===== src/rtl/pipe_pkg.sv =====
`default_nettype none
// +----------------------------------------------------------------------+
// | pipe_pkg : shared state encoding, NOP constant and default widths    |
// | Rev 1.0                                                              |
// +----------------------------------------------------------------------+
package pipe_pkg;

  typedef enum logic [1:0] {
    ST_EMPTY = 2'd0,
    ST_ONE   = 2'd1,
    ST_TWO   = 2'd2
  } state_t;

  localparam logic [31:0] RV_NOP = 32'h00000013;
  localparam int          XLEN   = 64;
  localparam int          ILEN   = 32;

endpackage : pipe_pkg
`default_nettype wire


===== src/rtl/pipe_stage_elastic_if.sv =====
`default_nettype none
// +----------------------------------------------------------------------+
// | pipe_stage_elastic_if : upstream/downstream handshake and flush      |
// | Rev 1.0                                                              |
// +----------------------------------------------------------------------+
interface pipe_stage_elastic_if
  import pipe_pkg::*;
#(
  parameter int PC_W    = XLEN,
  parameter int INSTR_W = ILEN
);
  logic               in_valid;
  logic               in_ready;
  logic [PC_W-1:0]    in_pc;
  logic [INSTR_W-1:0] in_instr;
  logic               out_valid;
  logic               out_ready;
  logic [PC_W-1:0]    out_pc;
  logic [INSTR_W-1:0] out_instr;
  logic               flush;

  // master drives the stage (upstream producer plus downstream ready/flush)
  modport master (
    output in_valid, in_pc, in_instr, out_ready, flush,
    input  in_ready, out_valid, out_pc, out_instr
  );

  modport slave (
    input  in_valid, in_pc, in_instr, out_ready, flush,
    output in_ready, out_valid, out_pc, out_instr
  );
endinterface : pipe_stage_elastic_if
`default_nettype wire


===== src/rtl/pipe_stage_elastic_sat_counter.sv =====
`default_nettype none
// +----------------------------------------------------------------------+
// | sat_counter : saturating up-counter with synchronous active-low clear|
// | Rev 1.0                                                              |
// +----------------------------------------------------------------------+
module sat_counter #(
  parameter int WIDTH = 16
) (
  input  wire logic             clk,
  input  wire logic             i_clr_n,
  input  wire logic             i_inc,
  output logic      [WIDTH-1:0] o_count
);
  localparam logic [WIDTH-1:0] C_MAX = '1;

  logic [WIDTH-1:0] r_count;

  always_ff @(posedge clk) begin
    if (!i_clr_n) begin
      r_count <= '0;
    end else if (i_inc && (r_count != C_MAX)) begin
      r_count <= r_count + WIDTH'(1);
    end
  end

  assign o_count = r_count;
endmodule : sat_counter
`default_nettype wire


===== src/rtl/pipe_stage_elastic.sv =====
`default_nettype none
// +----------------------------------------------------------------------+
// | pipe_stage_elastic : valid/ready pipeline register, 2-entry skid,    |
// | synchronous kill and saturating stall/flush counters.     Rev 1.0    |
// +----------------------------------------------------------------------+
module pipe_stage_elastic
  import pipe_pkg::*;
#(
  parameter int                 PC_W      = XLEN,
  parameter int                 INSTR_W   = ILEN,
  parameter logic [INSTR_W-1:0] NOP_INSTR = INSTR_W'(RV_NOP),
  parameter int                 CNT_W     = 16
) (
  input  wire logic             clk,
  input  wire logic             reset,
  pipe_stage_elastic_if.slave   bus,
  output logic      [CNT_W-1:0] stall_cnt,
  output logic      [CNT_W-1:0] flush_cnt
);
  state_t             r_state;
  state_t             w_state_nxt;
  logic               w_push;
  logic               w_pop;
  logic               w_ld_main_in;
  logic               w_ld_main_skid;
  logic               w_ld_skid;
  logic [PC_W-1:0]    r_main_pc;
  logic [INSTR_W-1:0] r_main_instr;
  logic [PC_W-1:0]    r_skid_pc;
  logic [INSTR_W-1:0] r_skid_instr;
  logic               w_stall_inc;
  logic               w_flush_inc;

  // ready decodes the state register only, so out_ready never reaches in_ready
  assign bus.in_ready  = (r_state != ST_TWO);
  assign bus.out_valid = (r_state != ST_EMPTY);
  assign w_push        = bus.in_valid & bus.in_ready;
  assign w_pop         = bus.out_valid & bus.out_ready;

  always_comb begin
    w_state_nxt    = r_state;
    w_ld_main_in   = 1'b0;
    w_ld_main_skid = 1'b0;
    w_ld_skid      = 1'b0;
    case (r_state)
      ST_EMPTY: begin
        if (w_push) begin
          w_state_nxt  = ST_ONE;
          w_ld_main_in = 1'b1;
        end
      end
      ST_ONE: begin
        if (w_push && w_pop) begin
          w_ld_main_in = 1'b1;
        end else if (w_push) begin
          w_state_nxt = ST_TWO;
          w_ld_skid   = 1'b1;
        end else if (w_pop) begin
          w_state_nxt = ST_EMPTY;
        end
      end
      ST_TWO: begin
        if (w_pop) begin
          w_state_nxt    = ST_ONE;
          w_ld_main_skid = 1'b1;
        end
      end
      default: w_state_nxt = ST_EMPTY;
    endcase
    if (bus.flush) begin
      w_state_nxt    = ST_EMPTY;
      w_ld_main_in   = 1'b0;
      w_ld_main_skid = 1'b0;
      w_ld_skid      = 1'b0;
    end
  end

  always_ff @(posedge clk) begin
    if (!reset) begin
      r_state <= ST_EMPTY;
    end else begin
      r_state <= w_state_nxt;
    end
  end

  // payload registers need no reset: outputs are masked while EMPTY
  always_ff @(posedge clk) begin
    if (w_ld_main_in) begin
      r_main_pc    <= bus.in_pc;
      r_main_instr <= bus.in_instr;
    end else if (w_ld_main_skid) begin
      r_main_pc    <= r_skid_pc;
      r_main_instr <= r_skid_instr;
    end
    if (w_ld_skid) begin
      r_skid_pc    <= bus.in_pc;
      r_skid_instr <= bus.in_instr;
    end
  end

  assign bus.out_pc    = bus.out_valid ? r_main_pc    : '0;
  assign bus.out_instr = bus.out_valid ? r_main_instr : NOP_INSTR;

  assign w_stall_inc = bus.out_valid & ~bus.out_ready;
  assign w_flush_inc = bus.flush & bus.out_valid;

  sat_counter #(.WIDTH(CNT_W)) u_stall_cnt (
    .clk     (clk),
    .i_clr_n (reset),
    .i_inc   (w_stall_inc),
    .o_count (stall_cnt)
  );

  sat_counter #(.WIDTH(CNT_W)) u_flush_cnt (
    .clk     (clk),
    .i_clr_n (reset),
    .i_inc   (w_flush_inc),
    .o_count (flush_cnt)
  );
endmodule : pipe_stage_elastic
`default_nettype wire


===== src/flat_wrapper.sv =====
// flat-port wrapper written by rule: the top's interface ports become plain ports
module pipe_stage_elastic_flat import pipe_pkg::*;
#(
  parameter int                 PC_W      = XLEN,
  parameter int                 INSTR_W   = ILEN,
  parameter logic [INSTR_W-1:0] NOP_INSTR = INSTR_W'(RV_NOP),
  parameter int                 CNT_W     = 16
)
  (clk, reset, stall_cnt, flush_cnt, bus_in_valid, bus_in_pc, bus_in_instr, bus_out_ready, bus_flush, bus_in_ready, bus_out_valid, bus_out_pc, bus_out_instr);
  pipe_stage_elastic_if #(.PC_W(PC_W), .INSTR_W(INSTR_W)) bus_i ();
  input  wire logic clk;
  input  wire logic reset;
  output logic      [CNT_W-1:0] stall_cnt;
  output logic      [CNT_W-1:0] flush_cnt;
  input wire logic [$bits(bus_i.in_valid)-1:0] bus_in_valid;
  input wire logic [$bits(bus_i.in_pc)-1:0] bus_in_pc;
  input wire logic [$bits(bus_i.in_instr)-1:0] bus_in_instr;
  input wire logic [$bits(bus_i.out_ready)-1:0] bus_out_ready;
  input wire logic [$bits(bus_i.flush)-1:0] bus_flush;
  output wire logic [$bits(bus_i.in_ready)-1:0] bus_in_ready;
  output wire logic [$bits(bus_i.out_valid)-1:0] bus_out_valid;
  output wire logic [$bits(bus_i.out_pc)-1:0] bus_out_pc;
  output wire logic [$bits(bus_i.out_instr)-1:0] bus_out_instr;
  assign bus_i.in_valid = bus_in_valid;
  assign bus_i.in_pc = bus_in_pc;
  assign bus_i.in_instr = bus_in_instr;
  assign bus_i.out_ready = bus_out_ready;
  assign bus_i.flush = bus_flush;
  assign bus_in_ready = bus_i.in_ready;
  assign bus_out_valid = bus_i.out_valid;
  assign bus_out_pc = bus_i.out_pc;
  assign bus_out_instr = bus_i.out_instr;
  pipe_stage_elastic #(.PC_W(PC_W), .INSTR_W(INSTR_W), .NOP_INSTR(NOP_INSTR), .CNT_W(CNT_W)) u_core (.clk(clk), .reset(reset), .bus(bus_i), .stall_cnt(stall_cnt), .flush_cnt(flush_cnt));
endmodule

===== config.mk =====
export PLATFORM = sky130hd
export DESIGN_NAME = pipe_stage_elastic_flat
export DESIGN_NICKNAME = d
export VERILOG_FILES = /design/src/rtl/pipe_pkg.sv /design/src/rtl/pipe_stage_elastic_if.sv /design/src/rtl/pipe_stage_elastic_sat_counter.sv /design/src/rtl/pipe_stage_elastic.sv /design/src/flat_wrapper.sv
export SDC_FILE = /design/constraint.sdc
export NUM_CORES = 1
export LEC_CHECK = 0
export CORE_MARGIN = 1
export CORE_UTILIZATION = 35
export DETAILED_ROUTE_END_ITERATION = 7
export SLEW_MARGIN = 20
export SYNTH_ARGS = -nofsm -noshare
export SYNTH_HDL_FRONTEND = slang
export SYNTH_HIERARCHICAL = 1
export SYNTH_SLANG_ARGS = --single-unit

===== constraint.sdc =====
create_clock -name clk -period 18.4 [get_ports clk]
set_input_delay 1.84 -clock clk [delete_from_list [all_inputs] [get_ports clk]]
set_output_delay 1.84 -clock clk [all_outputs]
set_load 0.01 [all_outputs]

==> results.md <==
- Worst-case headroom to the max-slew limit: 0.347
- Largest stage delay, worst path: 0.70 ns
- Die Span X: roughly 170 um
- Biggest area contributors in the synthesized netlist: sky130_fd_sc_hd__edfxtp_1 61%, sky130_fd_sc_hd__mux2_2 7.9%, sky130_fd_sc_hd__dfxtp_1 7.1%
- Final number of setup-violating endpoints: 0
- Leakage power: 4.39 nW
- Post-synth top area share: 0.605
- Number of fill cells: ~2300
- Unrepaired setup endpoints after global routing: false
- Clock power share: 0.451
- Placed Cells incl. Taps: approximately 1200
- Source of the critical timing path: u_core/r_state[1]
- Cell count after synthesis: between 600 and 700
- Synthesized netlist net count: slightly above 700
- Number of buffers and inverters on the critical path: 2
- Number of standard cells in the final layout excluding fillers: approximately 1200
- Maximum achievable frequency: roughly 210 MHz
- Quantity of hold-fixing buffers added after cts: 0
- Pwr dens: 90.8 nW/um2
- Count of distinct cell types in the synthesized netlist: 45
- Io pins: 231
- Data required time of the worst path: ~17 ns
- CP top delay family: buffers and inverters
- Number of buffers inserted to repair setup after CTS: 0
- Warnings, synthesis: 6
- Quantity of gates resized following cts: 0
- Final hold violation count: 0
- Synthesis-to-finish area growth: 37.5%
- Max-cap viol count: 0
- Number of antenna violations at the first check in global routing: 2
- Sequential cell area fraction in the yosys report: 0.677
- DIE AREA: 27900 um2
- Setup slack of the critical path after layout: around 14 ns
- EDFF count, synth: roughly 190
- Net switching component of the power: between 0.2 and 0.25 mW
- Routed length per placed instance: about 17 um
- Vias in the first global route: between 5000 and 6000
- Clock slew at reported path FFs: ~0.06 ns
- First-pass GRT wire length: approximately 33 mm
- CP max-delay cell: sky130_fd_sc_hd__buf_4
- Period Utilization, post-route: 0.265
- Crit Path Category: reg2out
- Minimum setup slack after placement: ~13 ns
- Post-synthesis area per instance: between 15 and 20 um2
- Worst IR drop on VDD: 64.3 uV
- GRT Resource Usage Total: 0.150
- Shortest clock period the worst path allows after layout: 4.87 ns
- Commonest register cell after synthesis: sky130_fd_sc_hd__edfxtp_1
- CTS max path bufs: 3
- Sequential power share: 0.480
- Clock skew: roughly 0.029 ns
- Worst-Skew Late Latency: 0.54 ns
- Number of nets in the layout: around 970
- Antenna cells: 0
- Initial cell density of the core: 0.355
- Placeable core region: 26800 um2
- Reg-to-reg startpoint: u_core/r_state[1]
- Placer congestion estimate: 0.818
- Leading area contributor after synthesis: sky130_fd_sc_hd__edfxtp_1
- Vertical die dimension: 167 um
- Vias: roughly 5900
- Largest net degree at the start of global routing: 72
- Startpoint of the lowest-slack hold path: u_core/u_flush_cnt/o_count[15]
- Sequence of cells on the critical path: nor2_4, buf_4, and2b_1, clkdlybuf4s50_1
- Max Fanout on Critical Path: just over 70
- TritonCTS buffer count: 26
- Worst setup SP type: flop
- Internal power component: roughly 0.95 mW
- Arrival time reported for the critical path endpoint: just over 3 ns
- Detailed Route Iter0 Violations: 384
- Share of layout cells above drive strength 1: 0.175
- Cell area after synthesis: roughly 9500 um2
- Overflow left after global routing: 0
- Clock tree from TritonCTS: built
- DRC violation count after routing: 0
- Total detailed-routing wirelength: around 21 mm
- Path class of the lowest-slack min-delay path: reg2reg
- CTS HTree Levels: 1
- Final slew viol count: 0
- Multi-input gate area in the final layout: 2930 um2
- Async set or reset register ratio after synthesis: 0
- Transition time at the pin with the least slew margin: slightly below 1 ns
- Total area of sequential cells: 6450 um2
- Sort of element at the end of the critical path: primary output
- Setup TNS after final layout: 0 ns
- Routed via count divided by cell count: between 4 and 5
- Total iterations of the first detailed-routing run: 6
- Total of buffers placed on input and output ports: 230
- Comb power frac: 0.069
- CTS root buffer: sky130_fd_sc_hd__clkbuf_16
- Run status: finished clean
- Proportion of total power due to net switching: 0.204
- Total clock sinks: roughly 230
- Flip-flop and latch count after synthesis: 226
- Hpwl dp: 13.7 mm
- Final ANT Viol Nets: 0
- Num rows: 60
-- area by class of cell --
cell class / instances / share of cell area
inverters: 11 / 0.00315
multi-input cells: 359 / 0.223
repair buffers: 238 / 0.180
flip-flops and latches: 226 / 0.492
well taps: 341 / 0.0326
clock inverters: 13 / 0.0165
clock buffers: 33 / 0.0517
-- path summary, 6_finish.rpt --
check | endpoint | slack, ns | depth (start not counted)
worst max register to register | u_core/r_main_instr[12] | 15.47 | 5
worst min register to register | u_core/u_flush_cnt/o_count[15] | 0.52 | 2
worst max-delay path | bus_out_pc[0] | 13.53 | 4
worst min-delay path | u_core/u_flush_cnt/o_count[15] | 0.52 | 2
-- routing by layer --
layer  vias to the layer above  routed length, um  GRT usage
met2                       180               9480      0.232
met5                         -                 22          0
met3                        27               1920     0.0611
met1                      2900               9390      0.195
met4                         4                394     0.0330
li1                       2822                  -          -
-- placed cells by master (no fill, tap or decap), types with 11 or more instances in the layout --
cell                              synthesis  layout
sky130_fd_sc_hd__edfxtp_1               192     192
sky130_fd_sc_hd__nand2_1                 23      23
sky130_fd_sc_hd__clkbuf_16                0      26
sky130_fd_sc_hd__a21oi_1                 19      19
sky130_fd_sc_hd__and2b_1                 11      11
sky130_fd_sc_hd__nor2b_1                 83      83
sky130_fd_sc_hd__mux2_4                  29      29
sky130_fd_sc_hd__dfxtp_1                 34      34
sky130_fd_sc_hd__clkdlybuf4s50_1          0     230
sky130_fd_sc_hd__nand3_1                 12      12
sky130_fd_sc_hd__nor2_1                  11      11
sky130_fd_sc_hd__mux2_2                  67      67
sky130_fd_sc_hd__inv_1                   11      11
-- cell families after synthesis --
group / Yosys count / share of synthesized area
flip-flops: 226 / 0.677
AND/OR/NAND/NOR: 202 / 0.135
multiplexers: 102 / 0.131
AO/OA/AOI/OAI: 49 / 0.0326
buffers and inverters: 35 / 0.0185
XOR/XNOR: 4 / 0.00368
adder cells (fa/ha/maj): 2 / 0.00263
-- tightest hold or removal path, cell delays in order, from the launching register on --
cell	delay, ns
sky130_fd_sc_hd__dfxtp_1	0.35
sky130_fd_sc_hd__nand2_1	0.07
sky130_fd_sc_hd__mux2i_1	0.06
-- power by group through the flow --
| stage | registers (mW) | logic, mW | clock network [mW] |
|---|---|---|---|
| after global routing | 0.572 | 0.0889 | 0.569 |
| final | 0.571 | 0.0825 | 0.536 |
| after global placement | 0.581 | 0.0833 | 0 |
| after CTS | 0.571 | 0.0842 | 0.550 |
| after detailed placement | 0.581 | 0.0838 | 0 |
| after floorplan | 0.584 | 0.0368 | 0 |
-- stage by stage --
step / hold WS [ns] / total power [mW] / util / instance area, um2
finish: 0.524 / 1.19 / 0.489 / 13100
global route: 0.554 / 1.23 / 0.489 / 13100
CTS: 0.526 / 1.21 / 0.489 / 13100
detailed placement: 0.517 / 0.665 / 0.455 / 12200
global placement: 0.509 / 0.665 / 0.455 / 12200
floorplan: 0.516 / 0.621 / - / 9520
-- sequential cells by signal, indices dropped and copies added, names as in the netlist --
| register | count |
|---|---|
| u_core/u_stall_cnt/o_count | 16 |
| u_core/r_state | 2 |
| u_core/r_main_pc | 64 |
| u_core/u_flush_cnt/o_count | 16 |
| u_core/r_main_instr | 32 |
| u_core/r_skid_pc | 64 |
| u_core/r_skid_instr | 32 |
-- cells in the mapped netlist, drive strengths merged, types with 4 or more instances --
master and count:
or4 10, nor4 8, a21oi 19, or3 6, nor2 12, nand4 8
mux2 96, mux2i 6, nor3 4, nor2b 84, inv 11, o31ai 10
edfxtp 192, nand3 12, dfxtp 34, and2b 11, clkbuf 12, nand2b 7
and4 6, nand2 23, buf 12, o21ai 9
(Power assumes the default switching activity.)
